### config.mk
export PLATFORM = sky130hd
export DESIGN_NAME = lzw_code_packer_flat
export DESIGN_NICKNAME = d
export VERILOG_FILES = /design/src/rtl/lzw_code_packer_if.sv /design/src/rtl/lzw_code_packer.sv /design/src/flat_wrapper.sv
export SDC_FILE = /design/constraint.sdc
export NUM_CORES = 1
export LEC_CHECK = 0
export CORE_AREA = 2 2 75 70
export CTS_CLUSTER_DIAMETER = 50
export DETAILED_ROUTE_END_ITERATION = 10
export DIE_AREA = 0 0 77 72
export GPL_TIMING_DRIVEN = 0
export PLACE_DENSITY_LB_ADDON = 0.12
export SLEW_MARGIN = 20
export SYNTH_ARGS = -nofsm -noshare
export SYNTH_HDL_FRONTEND = slang
export SYNTH_SLANG_ARGS = --single-unit
export TNS_END_PERCENT = 10
### constraint.sdc
create_clock -name clk_i -period 5.9 [get_ports clk_i]
set_input_delay 0.885 -clock clk_i [delete_from_list [all_inputs] [get_ports clk_i]]
set_output_delay 0.885 -clock clk_i [all_outputs]
set_load 0.01 [all_outputs]
### src/rtl/lzw_code_packer_if.sv
// Handshake bundle between the LZW compressor, the code packer and the byte sink.
// The packer connects through the slave modport; the code source / byte sink side uses master.
interface lzw_code_packer_if #(
  parameter int CODE_W = 12,
  parameter int CNT_W  = 16
);
  logic [CODE_W-1:0] code_i;
  logic              code_valid_i;
  logic              code_last_i;
  logic              code_ready_o;
  logic [7:0]        byte_o;
  logic              byte_valid_o;
  logic              byte_ready_i;
  logic              byte_last_o;
  logic [CNT_W-1:0]  byte_count_o;

  modport master (
    output code_i, code_valid_i, code_last_i, byte_ready_i,
    input  code_ready_o, byte_o, byte_valid_o, byte_last_o, byte_count_o
  );

  modport slave (
    input  code_i, code_valid_i, code_last_i, byte_ready_i,
    output code_ready_o, byte_o, byte_valid_o, byte_last_o, byte_count_o
  );
endinterface

### src/rtl/lzw_code_packer.sv
// Packs fixed-width LZW codes into a dense, gap-free byte stream (MSB-first by default).
// Define LZW_PACK_LSB_FIRST_EN for LSB-first (GIF-style) packing.
module lzw_code_packer #(
  parameter int CODE_W = 12,
  parameter int CNT_W  = 16
) (
  input logic              clk_i,
  input logic              reset_i,
  lzw_code_packer_if.slave bus
);
  localparam int ACC_W = CODE_W + 7;
  localparam int BC_W  = $clog2(ACC_W + 1);
  localparam logic [BC_W-1:0] CODE_BITS = BC_W'(CODE_W);
  localparam logic [BC_W-1:0] BYTE_BITS = BC_W'(8);
  localparam logic [BC_W-1:0] NO_BITS   = '0;

  typedef enum logic {ACCEPT, DRAIN} state_t;

  state_t           state, state_nx;
  logic [ACC_W-1:0] acc, acc_nx, ins_bits, acc_shift;
  logic [BC_W-1:0]  bit_cnt, cnt_nx;
  logic [7:0]       byte_q, byte_nx;
  logic             code_ready_q, byte_valid_q, byte_last_q;
  logic [CNT_W-1:0] byte_count_q;
  logic             code_hs, byte_hs;

  // Accepts happen only below 8 valid bits, so the new code always fits in acc.
`ifdef LZW_PACK_LSB_FIRST_EN
  assign ins_bits  = {7'b0, bus.code_i} << bit_cnt;
  assign acc_shift = acc >> 8;
  assign byte_nx   = acc_nx[7:0];
`else
  assign ins_bits  = {bus.code_i, 7'b0} >> bit_cnt;
  assign acc_shift = acc << 8;
  assign byte_nx   = acc_nx[ACC_W-1 -: 8];
`endif

  assign code_hs = bus.code_valid_i & code_ready_q;
  assign byte_hs = byte_valid_q & bus.byte_ready_i;

  always_comb begin
    state_nx = state;
    acc_nx   = acc;
    cnt_nx   = bit_cnt;
    if (code_hs) begin
      acc_nx = acc | ins_bits;
      cnt_nx = bit_cnt + CODE_BITS;
      if (bus.code_last_i) state_nx = DRAIN;
    end else if (byte_hs) begin
      acc_nx = acc_shift;
      cnt_nx = (bit_cnt > BYTE_BITS) ? (bit_cnt - BYTE_BITS) : NO_BITS;
      if ((state == DRAIN) && (bit_cnt <= BYTE_BITS)) state_nx = ACCEPT;
    end
  end

  // Handshake flags and the output byte are registered from the next state.
  always_ff @(posedge clk_i) begin
    if (!reset_i) begin
      state        <= ACCEPT;
      acc          <= '0;
      bit_cnt      <= NO_BITS;
      byte_count_q <= '0;
      code_ready_q <= 1'b1;
      byte_valid_q <= 1'b0;
      byte_last_q  <= 1'b0;
      byte_q       <= 8'h00;
    end else begin
      state        <= state_nx;
      acc          <= acc_nx;
      bit_cnt      <= cnt_nx;
      if (byte_hs) byte_count_q <= byte_count_q + CNT_W'(1);
      code_ready_q <= (state_nx == ACCEPT) && (cnt_nx < BYTE_BITS);
      byte_valid_q <= (cnt_nx >= BYTE_BITS) || ((state_nx == DRAIN) && (cnt_nx != NO_BITS));
      byte_last_q  <= (state_nx == DRAIN) && (cnt_nx != NO_BITS) && (cnt_nx <= BYTE_BITS);
      byte_q       <= byte_nx;
    end
  end

  // Handshake outputs are forced quiet for the whole time reset is held.
  assign bus.code_ready_o = reset_i & code_ready_q;
  assign bus.byte_valid_o = reset_i & byte_valid_q;
  assign bus.byte_last_o  = reset_i & byte_last_q;
  assign bus.byte_o       = reset_i ? byte_q : 8'h00;
  assign bus.byte_count_o = byte_count_q;
endmodule

### src/flat_wrapper.sv
// flat-port wrapper written by rule: the top's interface ports become plain ports
module lzw_code_packer_flat 
#(
  parameter int CODE_W = 12,
  parameter int CNT_W  = 16
)
  (clk_i, reset_i, bus_code_i, bus_code_valid_i, bus_code_last_i, bus_byte_ready_i, bus_code_ready_o, bus_byte_o, bus_byte_valid_o, bus_byte_last_o, bus_byte_count_o);
  lzw_code_packer_if #(.CODE_W(CODE_W), .CNT_W(CNT_W)) bus_i ();
  input logic clk_i;
  input logic reset_i;
  input wire logic [$bits(bus_i.code_i)-1:0] bus_code_i;
  input wire logic [$bits(bus_i.code_valid_i)-1:0] bus_code_valid_i;
  input wire logic [$bits(bus_i.code_last_i)-1:0] bus_code_last_i;
  input wire logic [$bits(bus_i.byte_ready_i)-1:0] bus_byte_ready_i;
  output wire logic [$bits(bus_i.code_ready_o)-1:0] bus_code_ready_o;
  output wire logic [$bits(bus_i.byte_o)-1:0] bus_byte_o;
  output wire logic [$bits(bus_i.byte_valid_o)-1:0] bus_byte_valid_o;
  output wire logic [$bits(bus_i.byte_last_o)-1:0] bus_byte_last_o;
  output wire logic [$bits(bus_i.byte_count_o)-1:0] bus_byte_count_o;
  assign bus_i.code_i = bus_code_i;
  assign bus_i.code_valid_i = bus_code_valid_i;
  assign bus_i.code_last_i = bus_code_last_i;
  assign bus_i.byte_ready_i = bus_byte_ready_i;
  assign bus_code_ready_o = bus_i.code_ready_o;
  assign bus_byte_o = bus_i.byte_o;
  assign bus_byte_valid_o = bus_i.byte_valid_o;
  assign bus_byte_last_o = bus_i.byte_last_o;
  assign bus_byte_count_o = bus_i.byte_count_o;
  lzw_code_packer #(.CODE_W(CODE_W), .CNT_W(CNT_W)) u_core (.clk_i(clk_i), .reset_i(reset_i), .bus(bus_i));
endmodule
After elaboration in Yosys (flattened, before gate mapping)

Index checks and enable logic that the tools add are counted.

Add/sub/neg operators: 3
$mul: 0
Div/mod/pow operators: 0
$lt $le $gt $ge: 5
Equal/unequal tests: 0
Shift-type cells: 1
Multiplexer cells: 10
Bitwise operators: 7
Reduce and logical (&&, ||, !) cells: 7

Operators with widths:

| cell                  | count |
|---|---|
| $mux 19               | 2 |
| $or 19x19->19         | 1 |
| $shr 19x5->19         | 1 |
| $add 16x1->16 const B | 1 |
| $mux 5                | 3 |
| $le 5x4->1 const B    | 2 |
| $mux 8                | 1 |
| $add 5x4->5 const B   | 1 |
| $and 1x1->1           | 5 |
| $ge 5x4->1 const B    | 1 |
| $gt 5x4->1 const B    | 1 |
| $lt 5x4->1 const B    | 1 |
| $reduce_bool 5->1     | 1 |
| $sub 5x4->5 const B   | 1 |
| $logic_and 1x1->1     | 4 |
| $mux 1                | 4 |
| $reduce_bool 2->1     | 1 |
| $logic_or 1x1->1      | 1 |
| $not 1->1             | 1 |

Register bits: 44
Bits in latches: 0
Memory bits (writable): 0
ROM bits: 0
Output and inout bits: 27
Logic and storage cells: 41
Memories kept: 0

Longest topological paths before layout

Depth in word-level cells: 7
Depth in mapped cells: 8
Mapped depth without buffers: 7

Worst setup path before layout

Ideal clock, no wire load.

Path kind: input -> output
From: in reset_i
To: out bus_byte_o[7]
Arrival time: 1.266 ns
Required time: 5.015 ns
Slack: 3.749 ns
Cell stages on the path: 2
Buffers on the path: 1
Cells stage by stage: clkbuf_1 > and2_1

Cells in the longest elaborated chain, start to end: 1

RTL lines:

| what        | line                  | text |
|---|---|---|
| from (decl) | flat_wrapper.sv:10    | `input logic reset_i;` |
| $mux 8      | lzw_code_packer.sv:83 | `assign bus.byte_o = reset_i ? byte_q : 8'h00;` |
| to (decl)   | flat_wrapper.sv:16    | `output wire logic [$bits(bus_i.byte_o)-1:0] bus_byte_o;` |

Every way passes these cells.

Final worst setup path

From: in reset_i
To: out bus_byte_last_o

Cells in the longest elaborated chain, start to end: 1

RTL lines:

| what        | line                  | text |
|---|---|---|
| $and 1x1->1 | lzw_code_packer.sv:82 | `assign bus.byte_last_o = reset_i & byte_last_q;` |
| to (decl)   | flat_wrapper.sv:18    | `output wire logic [$bits(bus_i.byte_last_o)-1:0] bus_byte_last_o;` |

Every way passes these cells.

==> results.json <==
{
  "gp_congestion": 0.900,
  "netlist_top_cells_area": "dfxtp_1 (35%), mux2i_1 (5.9%), a21oi_1 (4.9%)",
  "p_per_area_nw_per_um2": 296,
  "required_ps": 5020,
  "cts_made_buffers": 5,
  "fillerInstances": 435,
  "grt.busiest_layer": "met2",
  "grtUsageMet1_pct": 37.0,
  "tightest_slew_ps": 823,
  "grt-ovfl-total": 0,
  "drtIter0Drc": 188,
  "h-tree-depth": 2,
  "final.setup.tns_ps": 0,
  "drc": 0,
  "fin_crit_ps": 3570,
  "synthDistinctLibCells": 52,
  "start_util_pct": 53.7,
  "rows": 24,
  "end_kind": "output pin",
  "rsz0062_at_grt": "no",
  "synth_fp_nets": 322,
  "crit_type": "primary input to output pin",
  "cts_buffer_depth": 2,
  "vias": 2466,
  "drive_above_1_share_pct": 7.37,
  "layout_common_cells": "dfxtp_1 (44), clkdlybuf4s50_1 (43), nor2_1 (26), a21oi_1 (25), nand2_1 (21)",
  "skew_ps": 15.6,
  "hold_buffers": 0,
  "fmax_ghz": 0.280,
  "cts_tree": "yes",
  "critical_path.max_fanout": 10,
  "layout.nets": 372,
  "wl_um": 6910,
  "port_buffers": 43,
  "die_y_um": 72,
  "grt_pass1_wl_um": 11300,
  "syn_inst": 302,
  "synth_ff_type": "dfxtp_1",
  "synth_top_area_cell": "dfxtp_1",
  "viasPerCell": 5.90,
  "startpoint_type": "primary input",
  "final_util_pct": 67.1,
  "drv_cap": 0,
  "ys_warn_count": 0,
  "fin_area_sq_um": 3180,
  "synth_edf_count": 0,
  "maxSlewViolCount": 0,
  "cts-resized-gates": 0,
  "fin_crit_sh_pct": 60.6,
  "ys_async_sr_fraction_pct": 0,
  "area_growth_pct": 24.8,
  "grt_use_met2_pct": 38.4,
  "antenna_cells": 0,
  "relSlewSlack_pct": 45.0,
  "dpl.hpwl_um": 5020,
  "grt_pass1_vias": 2285,
  "clkTransAtPathRegs_ps": 80,
  "syn_area_per_cell_sq_um": 8.44,
  "placed_cell_area_sq_um": 3060,
  "antenna_found_initial": 0,
  "ant_nets": 0,
  "synth-seq-cells": 44,
  "hold_ws_ps": 470,
  "cts_sinks": 44,
  "seq_area_sq_um": 881,
  "cts_root_buf": "clkbuf_8",
  "die_x_um": 77,
  "io_pins": 44,
  "grt_start_max_net_pins": 15,
  "critPathArrivalTime_ps": 2690,
  "cts_setup_buffers": 0,
  "die_area_sq_um": 5540,
  "p_leak_nw": 1.07,
  "syn_area_sq_um": 2550,
  "synth_top_area_share_pct": 34.5,
  "final_common_cell": "dfxtp_1",
  "report.final.hold_viol_count": 0,
  "wl_per_cell_um": 16.5,
  "max-vdd-ir-drop_mv": 0.210,
  "multi_input_comb_area_sq_um": 1550,
  "status": "complete, no violations",
  "coreArea_sq_um": 4740,
  "met3_usage_pct": 6.59,
  "clk_latency_ps": 300,
  "grt_usage_pct": 25.7,
  "drtPass1Iterations": 5,
  "seq_area_frac_synth_pct": 34.5,
  "setup_viol": 0,
  "hold_path_class": "flip-flop to flip-flop"
}
[worst max-delay path, cell delays in order]
cell             delay (ps)
clkdlybuf4s50_1         630
clkbuf_1                420
and2_1                  220
clkdlybuf4s50_1         530
[sequential cells by signal (all words and copies together) (netlist names)]
register,count
u_core.bus.byte_count_o,16
u_core.acc,11
u_core.byte_q,8
u_core.bit_cnt,5
u_core.byte_last_q,1
u_core.byte_valid_q,1
u_core.code_ready_q,1
u_core.state,1
[final timing paths]
check	from	endpoint	slack [ps]	cells after the start
min reg2reg	u_core.acc[4]	u_core.acc[4]	470	2
min	u_core.acc[4]	u_core.acc[4]	470	2
max	reset_i	bus_byte_last_o	2330	4
max reg2reg	u_core.bit_cnt[3]	u_core.byte_valid_q	3330	8
[cell type report]
cell class	instances	share of cell area, %
Multi-Input combinational cell	232	48.8
Sequential cell	44	27.7
Timing Repair Buffer	43	13.5
Buffer	19	2.79
Clock buffer	6	2.59
Tap cell	65	2.56
Clock inverter	2	1.22
Inverter	7	0.825
[power by group]
group	leakage (nW)	internal, mW	switching (mW)
registers	0.358	0.341	0.0288
logic	0.654	0.136	0.187
clock network	0.0614	0.139	0.110
total	1.07	0.615	0.326
[kinds of logic (layout without fill, tap and decap cells)]
group / count (synthesis) / after routing / synth area share (%)
buffers and inverters: 26 / 77 / 4.51
multiplexers: 25 / 25 / 12.4
adder cells (fa/ha/maj): 3 / 3 / 1.47
flip-flops: 44 / 44 / 34.5
AO/OA/AOI/OAI: 70 / 70 / 17.9
XOR/XNOR: 14 / 14 / 4.81
AND/OR/NAND/NOR: 120 / 120 / 24.4
[through the flow]
step	instances	power (mW)	worst slack (ps)
6_report	418	0.941	2330
5_1_grt	418	0.993	2230
4_1_cts	418	0.938	2320
3_5_place_dp	410	0.690	2330
3_3_place_gp	410	0.686	2330
2_1_floorplan	302	0.587	3750
[synthesized netlist by cell type (all sizes together) (5+ instances only)]
| master | count |
|---|---|
| and2 | 15 |
| xnor2 | 7 |
| o22ai | 6 |
| mux2i | 15 |
| and3 | 6 |
| buf | 5 |
| mux2 | 6 |
| xor2 | 7 |
| nor2 | 26 |
| o21ai | 15 |
| dfxtp | 44 |
| nor3 | 13 |
| a21oi | 25 |
| nand3 | 12 |
| clkbuf | 14 |
| inv | 6 |
| nand2 | 21 |
| nand4 | 7 |
[per-layer routing]
layer / wire length (um) / vias up / part of all wire (%)
met4: 121 / 0 / 1.8
li1: - / 1198 / -
met1: 3220 / 1133 / 47
met2: 2960 / 121 / 43
met5: 0 / - / 0
met3: 596 / 14 / 8.6
Note: power is estimated with default switching activity, not from simulation.
